`src/rtl/alu_exec_mc.sv`:
```
// Multi-cycle ALU execution unit: single-cycle logic ops, bit-serial shifts, and a
// valid/ready handshake on both the operation input and the result output.
module alu_exec_mc #(
  parameter int unsigned WIDTH   = 32,
  parameter int unsigned SHAMT_W = 5
) (
  input  logic             clk,
  input  logic             rst_n,
  input  logic             in_valid,
  output logic             in_ready,
  input  logic [3:0]       ALUop,
  input  logic [WIDTH-1:0] A,
  input  logic [WIDTH-1:0] B,
  output logic             out_valid,
  input  logic             out_ready,
  output logic [WIDTH-1:0] result,
  output logic             busy
);

  localparam logic [3:0] ALU_ADD    = 4'd0;
  localparam logic [3:0] ALU_SUB    = 4'd1;
  localparam logic [3:0] ALU_AND    = 4'd2;
  localparam logic [3:0] ALU_OR     = 4'd3;
  localparam logic [3:0] ALU_XOR    = 4'd4;
  localparam logic [3:0] ALU_SLT    = 4'd5;
  localparam logic [3:0] ALU_SLTU   = 4'd6;
  localparam logic [3:0] ALU_SLL    = 4'd7;
  localparam logic [3:0] ALU_SRL    = 4'd8;
  localparam logic [3:0] ALU_SRA    = 4'd9;
  localparam logic [3:0] ALU_COPY_A = 4'd10;
  localparam logic [3:0] ALU_COPY_B = 4'd11;

  typedef enum logic [1:0] {StIdle, StShift, StDone} state_e;

  state_e             state_q, state_d;
  logic [WIDTH-1:0]   acc_q, acc_d;
  logic [WIDTH-1:0]   result_q, result_d;
  logic [SHAMT_W-1:0] cnt_q, cnt_d;
  logic [3:0]         op_q, op_d;

  logic [SHAMT_W-1:0] shamt;
  logic [WIDTH-1:0]   alu_res;
  logic [WIDTH-1:0]   a_sh1;
  logic [WIDTH-1:0]   acc_sh1;
  logic               is_shift;

  function automatic logic [WIDTH-1:0] shift1(input logic [3:0] op, input logic [WIDTH-1:0] v);
    logic [WIDTH-1:0] r;
    r = v;
    if (op == ALU_SLL) begin
      r = v << 1;
    end else if (op == ALU_SRL) begin
      r = v >> 1;
    end else if (op == ALU_SRA) begin
      r = {v[WIDTH-1], v[WIDTH-1:1]};
    end
    return r;
  endfunction

  assign shamt    = B[SHAMT_W-1:0];
  assign is_shift = (ALUop == ALU_SLL) || (ALUop == ALU_SRL) || (ALUop == ALU_SRA);
  assign a_sh1    = shift1(ALUop, A);
  assign acc_sh1  = shift1(op_q, acc_q);

  always_comb begin
    alu_res = '0;
    case (ALUop)
      ALU_ADD:    alu_res = A + B;
      ALU_SUB:    alu_res = A - B;
      ALU_AND:    alu_res = A & B;
      ALU_OR:     alu_res = A | B;
      ALU_XOR:    alu_res = A ^ B;
      ALU_SLT:    alu_res = {{(WIDTH-1){1'b0}}, ($signed(A) < $signed(B))};
      ALU_SLTU:   alu_res = {{(WIDTH-1){1'b0}}, (A < B)};
      ALU_COPY_A: alu_res = A;
      ALU_COPY_B: alu_res = B;
      default:    alu_res = '0;
    endcase
  end

  // The first shift step is taken on the accept edge, so accept-to-out_valid equals shamt.
  always_comb begin
    state_d  = state_q;
    acc_d    = acc_q;
    cnt_d    = cnt_q;
    op_d     = op_q;
    result_d = result_q;
    unique case (state_q)
      StIdle: begin
        if (in_valid) begin
          if (!is_shift) begin
            result_d = alu_res;
            state_d  = StDone;
          end else if (shamt == '0) begin
            result_d = A;
            state_d  = StDone;
          end else if (shamt == SHAMT_W'(1)) begin
            result_d = a_sh1;
            state_d  = StDone;
          end else begin
            acc_d   = a_sh1;
            cnt_d   = shamt - SHAMT_W'(1);
            op_d    = ALUop;
            state_d = StShift;
          end
        end
      end
      StShift: begin
        acc_d = acc_sh1;
        cnt_d = cnt_q - SHAMT_W'(1);
        if (cnt_q == SHAMT_W'(1)) begin
          result_d = acc_sh1;
          state_d  = StDone;
        end
      end
      StDone: begin
        if (out_ready) begin
          state_d = StIdle;
        end
      end
      default: state_d = StIdle;
    endcase
  end

  always_ff @(posedge clk) begin
    if (!rst_n) begin
      state_q  <= StIdle;
      acc_q    <= '0;
      cnt_q    <= '0;
      op_q     <= '0;
      result_q <= '0;
    end else begin
      state_q  <= state_d;
      acc_q    <= acc_d;
      cnt_q    <= cnt_d;
      op_q     <= op_d;
      result_q <= result_d;
    end
  end

  assign in_ready  = (state_q == StIdle);
  assign out_valid = (state_q == StDone);
  assign busy      = (state_q != StIdle);
  assign result    = result_q;

endmodule

```
`config.mk`:
```
export PLATFORM = sky130hd
export DESIGN_NAME = alu_exec_mc
export DESIGN_NICKNAME = d
export VERILOG_FILES = /design/src/rtl/alu_exec_mc.sv
export SDC_FILE = /design/constraint.sdc
export NUM_CORES = 1
export LEC_CHECK = 0
export BUFFER_PORTS_ARGS = -buffer_cell sky130_fd_sc_hd__buf_2
export CAP_MARGIN = 20
export CORE_MARGIN = 1
export CORE_UTILIZATION = 50
export DETAILED_ROUTE_END_ITERATION = 10
export HOLD_SLACK_MARGIN = 0.05
export PLACE_DENSITY = 0.7
export SYNTH_ARGS = -nofsm -noshare
export SYNTH_HDL_FRONTEND = slang
export SYNTH_SLANG_ARGS = --single-unit
```
`constraint.sdc`:
```
create_clock -name clk -period 4.9 [get_ports clk]
set_input_delay 0.49 -clock clk [delete_from_list [all_inputs] [get_ports clk]]
set_output_delay 0.49 -clock clk [all_outputs]
set_load 0.1 [all_outputs]
```
Word level (Yosys, flattened, before mapping)
Cells that the tools add are included.
- flip-flop bits (word level): 75
- output and inout port bits: 35
- word-level logic and storage cells: 82
- bitwise operators: 5
- reductions and logical operators: 11
- $add $sub $neg: 4
- $lt $le $gt $ge: 2
- muxes and demuxes: 30
- equal/unequal tests: 25
- operator list (operator ; count):
    $mux 32 ; 13
    $pmux 32 s9 ; 1
    $pmux 32 s2 ; 2
    $lt 32x32->1 ; 2
    $mux 31 ; 2
    $add 32x32->32 ; 1
    $and 32x32->32 ; 1
    $or 32x32->32 ; 1
    $sub 32x32->32 ; 1
    $xor 32x32->32 ; 1
    $eq 4x4->1 const B ; 6
    $eq 4x3->1 const B ; 5
    $mux 5 ; 4
    $mux 2 ; 6
    $eq 5x1->1 const B ; 2
    $pmux 5 s2 ; 1
    $reduce_and 5->1 ; 2
    $sub 5x1->5 const B ; 2
    $eq 4x2->1 const B ; 2
    $ne 2x2->1 const B ; 4
    $pmux 2 s3 ; 1
    $logic_not 5->1 ; 1
    $eq 4x1->1 const B ; 1
    $logic_not 4->1 ; 1
    other kinds (10) ; 14

Longest topological paths before layout
- word-level depth: 9
- mapped depth: 13
- mapped depth without buffers: 13

Worst setup path before layout
OpenSTA, ideal clock, no wires.
- path kind: input port to flip-flop
- start point: input port A[16]
- end point: register result_q[23] (netlist: result[23])
- stages: 11
- path buffers: 1
- data arrival time: 2.848 ns
- slack: 1.922 ns
- required time: 4.771 ns
- cell sequence: inv_1 -> ha_1 -> buf_2 -> or4_4 -> or3_1 -> a2111oi_4 -> a21oi_1 -> a2bb2oi_1 -> nor2_1 -> a2111oi_0 -> o21ai_1
- cells in the longest elaborated chain, start to end: 5
- elaborated cells on any way between the ends: 6
- ends and longest elaborated chain (item ; RTL line ; text):
    start, declared ; 12 ; input logic [WIDTH-1:0] A,
    $sub 32x32->32 or $add 32x32->32 (tied branches) ; 69, 68 ;
    $pmux 32 s9 (*) ; 67 ; case (ALUop)
    $mux 32 (*) ; 91 ; if (!is_shift) begin
    $mux 32 (*) ; 90 ; if (in_valid) begin
    $pmux 32 s2 (*) ; 88 ; unique case (state_q)
    end signal, assigned ; 137 ; result_q <= result_d;
    end, declared ; 37 ; logic [WIDTH-1:0] result_q, result_d;
Every way passes the cells marked *; elsewhere a longest branch is shown, timed or not. The select of a mux whose other input is x is not followed.
A chain may end at the register's enable or synchronous reset.

Worst setup path after layout
- start point: input port A[11]
- end point: register result_q[24] (netlist: result[24])
The elaborated chain is that of the path after synthesis.

==> results.py <==
metrics = {
    "worst_setup_path": {
        "critPathRequiredTime_ns": 5.13,
        "crit_chain": "buf_2, inv_1, ha_1, inv_1, nor4_1, a32oi_1, nand2_1, a21boi_1, o21ai_0, a21boi_0, mux2i_1, a2111oi_0, nor3_1",
        "crit_path_frequent_cell": "inv_1",
        "start_kind": "primary input",
        "slowest_stage": "o21ai_0",
        "critPathMaxStageDelay_ns": 0.53,
        "crit_path_end_kind": "register",
        "path_max_fanout": 10,
        "cp.arrival_ns": 3.97,
        "worst-setup-path-type": "primary input to register",
    },
    "timing": {
        "fmax_ghz": 0.268,
        "rsz0062_at_grt": "false",
        "relSlewSlack": 0.312,
        "tns_ns": 0,
        "period_needed_ns": 3.74,
        "fin_crit_sh": 0.763,
        "maxSlewViolCount": 0,
        "hold_ws_ns": 0.441,
        "final.setup.worst_slack_ns": 1.16,
        "finClkSkew_ns": 0.0103,
        "hold_viol_final": 0,
        "worst_pin_slew_ns": 1.03,
        "final-setup-viol-count": 0,
    },
    "yosys": {
        "synth_warnings": 0,
        "synth-edff-count": 0,
        "synthCells": 1625,
        "synth_ff_type": "dfxtp_1",
        "async_flop_share": 0,
        "seq_area_frac_synth": 0.144,
        "synth_cell_types": 86,
        "synth_nets": 1799,
        "avgSynthCellArea_sq_um": 6.43,
        "ys_ff_latch": 75,
        "synth_area_sq_mm": 0.0105,
    },
    "global_routing": {
        "grt_start_max_net_pins": 63,
        "grt_use_total": 0.397,
        "grt_pass1_wl_mm": 66.7,
        "grt_pass1_vias": 11600,
        "grt-ovfl-total": 0,
        "antenna_found_initial": 1,
    },
    "cts": {
        "cts_tree": "built",
        "cts_buffer_depth": 2,
        "cts_sinks": 75,
        "path_clk_slew_ns": 0.07,
        "ctsRootBufferMaster": "clkbuf_16",
        "cts_max_level": 3,
        "post_cts_resized": 0,
        "post_cts_buffers": 0,
        "cts_hold_buffers": 0,
        "numCtsBuffers": 9,
        "worstSkewPairLatency_ns": 0.36,
    },
    "place": {
        "gp_congestion": 1.02,
        "dpl_worst_slack_ns": 1.08,
        "port-buffer-count": 106,
        "hpwl_mm": 31.9,
    },
    "floorplanning": {
        "io_pins": 107,
        "start_util": 0.513,
        "core_sq_mm": 0.0204,
        "die_area_sq_mm": 0.0215,
        "num_rows": 52,
        "die_w_um": 147,
        "die_h_um": 147,
    },
    "run_status": {
        "status": "finished, final reports clean",
    },
    "drt": {
        "drt_iter0_markers": 1671,
        "wl_per_cell_um": 22.6,
        "routed_wl_mm": 43.7,
        "via_per_inst": 6.73,
        "ant_nets": 0,
        "first_pass_iters": 6,
        "remaining_drc_errors": 0,
        "vias": 13000,
    },
    "cells_and_area": {
        "multi_input_area_sq_mm": 0.00814,
        "final_common_cell": "nand2_1",
        "drive_gt1_frac": 0.122,
        "regArea_sq_mm": 0.00150,
        "fill_cells": 2059,
        "nets": 1831,
        "final_cell_mix": "nand2_1, o21ai_0, a21oi_1, nor2_1, buf_2",
        "area_growth_syn_to_layout_pct": 9.52,
    },
    "pwr": {
        "powerDensity_mw_per_mm2": 229,
        "ir_worst_vdd_v": 0.000149,
        "power_mw": 2.63,
        "power.leakage_nw": 4.74,
        "p_comb_frac": 0.466,
        "power_frac_clock": 0.265,
        "switching_power_mw": 1.26,
        "switching_share": 0.479,
        "pwr-share-seq": 0.269,
        "internal_power_mw": 1.37,
    },
    "worst_hold_path": {
        "hold_path.class": "primary input to register",
    },
    "job": {
        "maxCapViolCount": 0,
    },
}
sequential cells by signal (all words and copies together), names as in the netlist:
signal,flops
cnt_q,5
state_q,2
acc_q,32
result,32
op_q,4
layer usage:
| layer | GRT usage | vias up | part of all wire |
|---|---|---|---|
| li1 | - | 5924 | - |
| met1 | 0.540 | 5958 | 0.40 |
| met2 | 0.577 | 935 | 0.41 |
| met3 | 0.111 | 184 | 0.14 |
| met4 | 0.174 | 0 | 0.047 |
| met5 | 0 | - | 0 |
worst max-delay path, delay by kind of cell:
family,cells,cell delay [ns]
buf+inv,3,0.45
fa+ha+maj,1,0.50
mux,1,0.17
compound gates,5,1.60
simple gates,3,0.75
power groups by stage:
stage	Clock, mW	Sequential [mW]	Combinational, mW
5_1_grt	0.716	0.712	1.30
3_5_place_dp	0	0.717	1.18
4_1_cts	0.690	0.704	1.18
3_3_place_gp	0	0.717	1.17
2_1_floorplan	0	0.886	0.661
6_report	0.696	0.706	1.22
worst paths after layout:
path	start	end	slack, ns	depth (start not counted)
min	out_ready	state_q[1]$_SDFFE_PN0P_	0.44	3
max reg2reg	cnt_q[0]$_SDFFE_PN0P_	result[27]$_SDFFE_PN0P_	1.92	8
max	A[11]	result[24]$_SDFFE_PN0P_	1.16	13
min reg2reg	result[15]$_SDFFE_PN0P_	result[15]$_SDFFE_PN0P_	0.46	2
through the flow:
step	cells	cell area, sq um	utilization
after CTS	1932	11400	0.562
after global placement	1916	11200	0.548
after detailed placement	1916	11200	0.548
final	1933	11500	0.562
after global routing	1932	11400	0.562
after floorplan	1625	10500	-
cell type report:
| cell class | count | share of cell area |
|---|---|---|
| diodes | 1 | 0.000219 |
| clock buffers | 9 | 0.0197 |
| clock inverters | 7 | 0.00568 |
| inverters | 98 | 0.0321 |
| multi-input cells | 1330 | 0.711 |
| flip-flops and latches | 75 | 0.131 |
| well taps | 270 | 0.0295 |
| repair buffers | 143 | 0.0706 |
logic make-up (layout without fill, tap and decap cells):
family,after synthesis,after routing,synth area share
adders and majority gates,102,102,0.123
and+or+nand+nor,586,586,0.252
AOI/OAI and AO/OA,620,620,0.377
xor gates and xnor gates,13,13,0.0109
muxes,9,9,0.0111
DFF,75,75,0.144
other,0,1,0
buffers and inverters,220,257,0.0818
Yosys cell counts (6+ instances only):
| cell type | instances | area share |
|---|---|---|
| a211oi_1 | 20 | 0.014 |
| a2111oi_0 | 8 | 0.0067 |
| xnor2_1 | 12 | 0.010 |
| ha_1 | 100 | 0.12 |
| nand3_1 | 56 | 0.027 |
| o2111ai_1 | 15 | 0.013 |
| a311oi_1 | 11 | 0.0092 |
| dfxtp_1 | 75 | 0.14 |
| nor2b_1 | 14 | 0.0084 |
| o31ai_1 | 13 | 0.0093 |
| buf_1 | 12 | 0.0043 |
| nor3_1 | 34 | 0.016 |
| a221oi_1 | 18 | 0.015 |
| o21bai_1 | 15 | 0.011 |
| o211ai_1 | 25 | 0.018 |
| o221a_2 | 7 | 0.0075 |
| nor2_1 | 139 | 0.050 |
| a21o_1 | 8 | 0.0057 |
| nor4_1 | 11 | 0.0066 |
| inv_1 | 96 | 0.034 |
| a21boi_0 | 12 | 0.0086 |
| a22oi_1 | 15 | 0.011 |
| and2_1 | 8 | 0.0048 |
| nand4_1 | 8 | 0.0048 |
| buf_2 | 15 | 0.0072 |
| o22ai_1 | 9 | 0.0054 |
| a211o_1 | 6 | 0.0050 |
| nand2_1 | 264 | 0.095 |
| a31oi_1 | 12 | 0.0072 |
| o21ai_1 | 6 | 0.0029 |
| nand2b_1 | 8 | 0.0048 |
| clkbuf_1 | 93 | 0.033 |
| a21oi_1 | 177 | 0.085 |
| o21ai_0 | 188 | 0.090 |
| or3_1 | 10 | 0.0060 |
| mux2i_1 | 6 | 0.0057 |
(Power assumes the default switching activity.)
